==> src/rtl/uart_pkg.sv <==
// -----------------------------------------------------------------------------
// uart_pkg
//   Shared definitions for the UART transmit read-side controller:
//     - state_t          : transmit FSM state encoding
//     - UART_DATA_BITS   : payload bits per frame
//     - UART_IDLE_LEVEL  : line level while no frame is being sent
//     - clog2()          : ceiling log2, used to size the baud counter
// -----------------------------------------------------------------------------
package uart_pkg;

  localparam int   UART_DATA_BITS  = 8;
  localparam logic UART_IDLE_LEVEL = 1'b1;

  typedef enum logic [2:0] {
    IDLE   = 3'd0,
    POP    = 3'd1,
    LOAD   = 3'd2,
    START  = 3'd3,
    DATA   = 3'd4,
    PARITY = 3'd5,
    STOP   = 3'd6
  } state_t;

  // Ceiling log2, never below 1 so a counter always has at least one bit.
  function automatic int clog2(input int value);
    int r;
    int v;
    r = 0;
    v = value - 1;
    while (v > 0) begin
      r = r + 1;
      v = v >> 1;
    end
    return (r < 1) ? 1 : r;
  endfunction

endpackage

==> src/rtl/uart_baud_tick.sv <==
// -----------------------------------------------------------------------------
// uart_baud_tick
//   Bit-period counter for the UART transmitter. Counts 0..DIV-1 while run is
//   high and wraps; tick marks the last clock of a bit period (count DIV-1).
//   pre_tick marks the clock before that, letting the parent register an
//   output that must be high exactly on the last clock of a bit.
//
//   Ports:
//     clk      in   system clock
//     rst_n    in   asynchronous active-low reset (count -> 0)
//     clr      in   synchronous clear of the count (wins over run)
//     run      in   advance the count this clock
//     tick     out  count == DIV-1
//     pre_tick out  count == DIV-2
// -----------------------------------------------------------------------------
module uart_baud_tick
  import uart_pkg::*;
#(
  parameter int DIV = 208
) (
  input  logic clk,
  input  logic rst_n,
  input  logic clr,
  input  logic run,
  output logic tick,
  output logic pre_tick
);

  localparam int CW = clog2(DIV);

  logic [CW-1:0] count;

  assign tick     = (count == CW'(DIV - 1));
  assign pre_tick = (count == CW'(DIV - 2));

  always_ff @(posedge clk or negedge rst_n) begin
    if (!rst_n) begin
      count <= '0;
    end else if (clr) begin
      count <= '0;
    end else if (run) begin
      count <= tick ? '0 : count + CW'(1);
    end
  end

endmodule

==> src/rtl/uart_tx_fifo_ctrl.sv <==
// -----------------------------------------------------------------------------
// uart_tx_fifo_ctrl
//   Read-side controller for the 8-bit UART FIFO. Pops one byte at a time from
//   the FIFO read port and serialises it onto txd: start bit, 8 data bits LSB
//   first, optional even parity, STOP_BITS stop bits. Back-to-back frames start
//   with no idle bit when more data is waiting and tx_en is high.
//
//   Optional feature macro: UART_TX_PARITY_EN
//     defined   -> an even-parity bit (XOR of the data bits) follows the data
//     undefined -> data goes straight to the stop bit(s)
//
//   Ports:
//     clk        in   system clock (also the FIFO read clock)
//     rst_n      in   asynchronous active-low reset
//     tx_en      in   allow new frames to start (current frame always finishes)
//     fifo_empty in   FIFO empty flag
//     fifo_do    in   FIFO read data, valid the cycle after fifo_re
//     fifo_re    out  FIFO read enable, single-cycle pulse per frame
//     txd        out  UART serial output, idle high
//     busy       out  high from POP until the last stop bit ends
//     byte_done  out  one-cycle pulse on the last clock of each frame
//
//   All outputs are registered: each is loaded from the next-state decode so
//   that it lines up with the state it belongs to.
// -----------------------------------------------------------------------------
module uart_tx_fifo_ctrl
  import uart_pkg::*;
#(
  parameter int CLK_HZ    = 24000000,
  parameter int BAUD      = 115200,
  parameter int DIV       = CLK_HZ / BAUD,
  parameter int STOP_BITS = 1
) (
  input  logic       clk,
  input  logic       rst_n,
  input  logic       tx_en,
  input  logic       fifo_empty,
  input  logic [7:0] fifo_do,
  output logic       fifo_re,
  output logic       txd,
  output logic       busy,
  output logic       byte_done
);

  state_t     state;
  state_t     state_nxt;
  logic [7:0] shreg;
  logic [2:0] bit_idx;
  logic       stop_idx;
  logic       tick;
  logic       pre_tick;
  logic       run;
  logic       clr;
  logic       start_ok;
  logic       last_stop;
  logic       txd_nxt;
`ifdef UART_TX_PARITY_EN
  logic       par;
`endif

  // Request sampling happens only where the FSM consults these: IDLE and the
  // final stop clock.
  assign start_ok  = tx_en & ~fifo_empty;
  assign last_stop = (state == STOP) && (stop_idx == 1'(STOP_BITS - 1));

  // The counter only runs while a bit is on the line; LOAD zeroes it so the
  // start bit gets a full DIV clocks.
  assign run = (state == START) || (state == DATA) ||
               (state == PARITY) || (state == STOP);
  assign clr = (state == LOAD);

  uart_baud_tick #(
    .DIV (DIV)
  ) u_baud (
    .clk      (clk),
    .rst_n    (rst_n),
    .clr      (clr),
    .run      (run),
    .tick     (tick),
    .pre_tick (pre_tick)
  );

  always_comb begin
    state_nxt = state;
    case (state)
      IDLE:  if (start_ok) state_nxt = POP;
      POP:   state_nxt = LOAD;
      LOAD:  state_nxt = START;
      START: if (tick) state_nxt = DATA;
      DATA: begin
        if (tick && (bit_idx == 3'(UART_DATA_BITS - 1))) begin
`ifdef UART_TX_PARITY_EN
          state_nxt = PARITY;
`else
          state_nxt = STOP;
`endif
        end
      end
`ifdef UART_TX_PARITY_EN
      PARITY: if (tick) state_nxt = STOP;
`endif
      STOP: begin
        // Chain straight into the next pop when more data is waiting.
        if (tick && last_stop) state_nxt = start_ok ? POP : IDLE;
      end
      default: state_nxt = IDLE;
    endcase
  end

  // Line level for the state being entered. On a data-bit boundary the shift
  // register has not shifted yet, so the next bit is shreg[1].
  always_comb begin
    txd_nxt = UART_IDLE_LEVEL;
    case (state_nxt)
      START:  txd_nxt = 1'b0;
      DATA:   txd_nxt = ((state == DATA) && tick) ? shreg[1] : shreg[0];
`ifdef UART_TX_PARITY_EN
      PARITY: txd_nxt = par;
`endif
      default: txd_nxt = UART_IDLE_LEVEL;
    endcase
  end

  always_ff @(posedge clk or negedge rst_n) begin
    if (!rst_n) begin
      state     <= IDLE;
      txd       <= UART_IDLE_LEVEL;
      fifo_re   <= 1'b0;
      busy      <= 1'b0;
      byte_done <= 1'b0;
      shreg     <= '0;
      bit_idx   <= '0;
      stop_idx  <= 1'b0;
`ifdef UART_TX_PARITY_EN
      par       <= 1'b0;
`endif
    end else begin
      state     <= state_nxt;
      txd       <= txd_nxt;
      fifo_re   <= (state_nxt == POP);
      busy      <= (state_nxt != IDLE);
      // pre_tick is one clock early, so the registered pulse lands on the
      // final clock of the last stop bit.
      byte_done <= last_stop && pre_tick;
      case (state)
        LOAD: begin
          shreg    <= fifo_do;
          bit_idx  <= '0;
          stop_idx <= 1'b0;
`ifdef UART_TX_PARITY_EN
          par      <= ^fifo_do;
`endif
        end
        DATA: begin
          if (tick) begin
            shreg   <= shreg >> 1;
            bit_idx <= bit_idx + 3'd1;
          end
        end
        STOP: begin
          if (tick) stop_idx <= stop_idx + 1'b1;
        end
        default: ;
      endcase
    end
  end

endmodule
==> config.mk <==
export PLATFORM = sky130hd
export DESIGN_NAME = uart_tx_fifo_ctrl
export DESIGN_NICKNAME = d
export VERILOG_FILES = /design/src/rtl/uart_pkg.sv /design/src/rtl/uart_baud_tick.sv /design/src/rtl/uart_tx_fifo_ctrl.sv
export SDC_FILE = /design/constraint.sdc
export NUM_CORES = 1
export LEC_CHECK = 0
export BUFFER_PORTS_ARGS = -buffer_cell sky130_fd_sc_hd__buf_2
export CORE_MARGIN = 2
export CORE_UTILIZATION = 50
export DETAILED_ROUTE_END_ITERATION = 8
export HOLD_SLACK_MARGIN = 0.15
export PLACE_DENSITY = 0.69
export SLEW_MARGIN = 40
export SYNTH_ARGS = -nofsm -noshare
export SYNTH_HDL_FRONTEND = slang
export SYNTH_SLANG_ARGS = --single-unit
==> constraint.sdc <==
create_clock -name clk -period 3.55 [get_ports clk]
set_clock_uncertainty 0.1 [all_clocks]
set_input_delay 0.71 -clock clk [delete_from_list [all_inputs] [get_ports clk]]
set_output_delay 0.71 -clock clk [all_outputs]
set_load 0.005 [all_outputs]
==> impl_metrics.env <==
export IMPL_placedInstanceArea_mm2=0.001624
export IMPL_path_cells="nor3b_1, nand2_1, a221oi_1, nor2_1"
export IMPL_hpwl_mm=2.153
export IMPL_ys_seq_elements=27
export IMPL_maxCapViolations=0
export IMPL_vdd_drop_max_mv=0.1939
export IMPL_die_area_mm2=0.003546
export IMPL_rsz0062_at_grt="false"
export IMPL_cp_slowest_stage_delay_ns=0.68
export IMPL_setup_viol=0
export IMPL_synth_area_top_cells="dfrtp_1 (42%), mux2_2 (10%), xnor2_1 (3.4%), ha_1 (3.2%), a21oi_1 (2.9%)"
export IMPL_htreeDepth=1
export IMPL_synth_edf_count=0
export IMPL_startpoint_type="flop"
export IMPL_postCtsSetupRepairBufs=0
export IMPL_antenna_found_initial=0
export IMPL_wl_mm=2.936
export IMPL_cp_arrival_ns=2.46
export IMPL_areaGrowthSynthToFinish_pct=7.218
export IMPL_worstPathRequired_ns=3.66
export IMPL_drv_slew=0
export IMPL_synth_common_cells="dfrtp_1 (26), mux2_2 (14), nor2_1 (11)"
export IMPL_fillers=271
export IMPL_clk_latency_ns=0.33
export IMPL_cts_resized=0
export IMPL_wl_per_cell_um=14.83
export IMPL_status="completed"
export IMPL_grt_pass1_wl_mm=4.933
export IMPL_die_x_um=59.55
export IMPL_fmax_ghz=0.4241
export IMPL_crit_fanout=6
export IMPL_clock_sinks=27
export IMPL_tightest_slew_ns=0.6830
export IMPL_rows=20
export IMPL_cts_root_buf="clkbuf_4"
export IMPL_power_density_mw_per_mm2=469.4
export IMPL_cts_made_buffers=3
export IMPL_clk_path_buf_depth=2
export IMPL_fin_crit_sh_pct=66.43
export IMPL_synth_seq_area_share_pct=43.88
export IMPL_synth_distinct_cells=42
export IMPL_synth_top_flop_cell="dfrtp_1"
export IMPL_grt_pass1_vias=1105
export IMPL_drt_iter0_drc=54
export IMPL_grt_total_usage_pct=18.72
export IMPL_stdcell_count=198
export IMPL_start_util_pct=51.38
export IMPL_crit_path_end_kind="flop"
export IMPL_hold_class="in2async"
export IMPL_clkSlewWorstSetupHoldPaths_ns=0.15
export IMPL_syn_cell_area_mm2=0.001543
export IMPL_via_per_inst=6.131
export IMPL_gp_congestion=0.8850
export IMPL_dr_total_vias=1214
export IMPL_place_inst=194
export IMPL_drc_errors=0
export IMPL_ys_async_sr_fraction_pct=100.0
export IMPL_port_buffers=15
export IMPL_synth_cells=155
export IMPL_design_area_mm2=0.001654
export IMPL_slew_headroom_pct=54.26
export IMPL_synth_top_cell_area_share_pct=42.17
export IMPL_setup_tns_ns=0
export IMPL_critPathKind="reg2reg"
export IMPL_ios=16
export IMPL_core_mm2=0.003003
export IMPL_chipHeight_um=59.55
export IMPL_synth_warnings=0
export IMPL_final_antenna_net_count=0
export IMPL_finalHoldViolations=0
export IMPL_finalCriticalPeriod_ns=2.358
export IMPL_tritoncts="built"
export IMPL_final_layout_size_suffix_gt1_share_pct=24.24
export IMPL_ctsHoldBuffers=0
export IMPL_diodes=0
export IMPL_synth_avg_cell_area_um2=9.953
export IMPL_power_leakage_nw=0.6829
export IMPL_overflow=0
export IMPL_drtPass1Iterations=4
export IMPL_nets=182
export IMPL_yosysMostFrequentCell="dfrtp_1"
export IMPL_cpMaxStageDelayCell="a221oi_1"
export IMPL_synth_fp_nets=171
export IMPL_grt_start_max_net_pins=28
export IMPL_synth_top_area_cell="dfrtp_1"
==> worst max-delay path, delay by kind of cell, from the launching register on <==
| family | cells | cell delay (ns) |
|---|---|---|
| AO/OA/AOI/OAI | 1 | 0.68 |
| AND/OR/NAND/NOR | 3 | 0.97 |
| flip-flops | 1 | 0.47 |
==> sequential cells by signal, indices dropped and copies added, names as in the netlist <==
signal        cells
byte_done         1
bit_idx           3
busy              1
state             3
txd               1
stop_idx          1
shreg             8
fifo_re           1
u_baud.count      8
==> metrics by stage <==
stage | total power (W) | worst slack, ns | hold WS, ns | util (%)
final | 0.0007764 | 1.192 | 0.2485 | 55.08
after floorplan | 0.0005953 | 1.383 | 0.3144 | -
after CTS | 0.0007839 | 1.172 | 0.2666 | 55.08
after global placement | 0.0006329 | 1.288 | 0.3783 | 54.08
after detailed placement | 0.0006463 | 1.199 | 0.3918 | 54.08
after global routing | 0.0008350 | 0.9616 | 0.2811 | 55.08
==> path summary, 6_finish.rpt <==
path / start / to / slack, ns / cells past startpoint
min: rst_n / u_baud.count[3] / 0.25 / 1
min in group clk: bit_idx[0] / bit_idx[0] / 0.41 / 1
max in group asynchronous: rst_n / shreg[1] / 2.72 / 1
min reg2reg: bit_idx[0] / bit_idx[0] / 0.41 / 1
max reg2reg: u_baud.count[4] / u_baud.count[4] / 1.19 / 4
max: u_baud.count[4] / u_baud.count[4] / 1.19 / 4
==> cell families after synthesis <==
group	Yosys count	share of synthesized area, %
simple gates	54	19.46
compound gates	33	15.17
flops	27	43.88
buf+inv	16	3.973
mux	15	10.87
xor+xnor	6	3.406
fa+ha+maj	4	3.244
==> cell type report <==
type                    instances  area [um^2]  share of cell area (%)
multi-input cells             112        804.5                   48.64
clock buffers                   3        22.52                   1.362
clock inverters                 1        7.507                  0.4539
inverters                       7        26.28                   1.588
repair buffers                 15        75.07                   4.539
flip-flops and latches         27        676.9                   40.92
well taps                      33        41.29                   2.496
==> layer usage <==
metal | part of all wire [%] | vias to the layer above | track usage (%)
met4 | 1.6 | 0 | 8.571
met1 | 46 | 582 | 24.10
li1 | - | 598 | -
met5 | 0 | - | 0
met2 | 48 | 30 | 31.55
met3 | 4.4 | 4 | 1.965
==> placed cells by master (no fill, tap or decap), drive strengths merged, types with 3 or more instances in the layout <==
cell type / instances
nand2: 6
ha: 4
nand3: 8
buf: 15
nand2b: 5
a21oi: 10
xnor2: 6
dfrtp: 26
inv: 7
mux2: 14
nor4: 5
o21ai: 5
nor2: 11
o31ai: 3
nor3: 7
clkbuf: 3
==> power by group <==
group,leakage [nW],internal [W],switching (W)
Combinational,0.340,0.0000991,0.0000890
Sequential,0.329,0.000369,0.0000809
Clock,0.0139,0.0000432,0.0000949
Power figures use the tool's default switching activity.
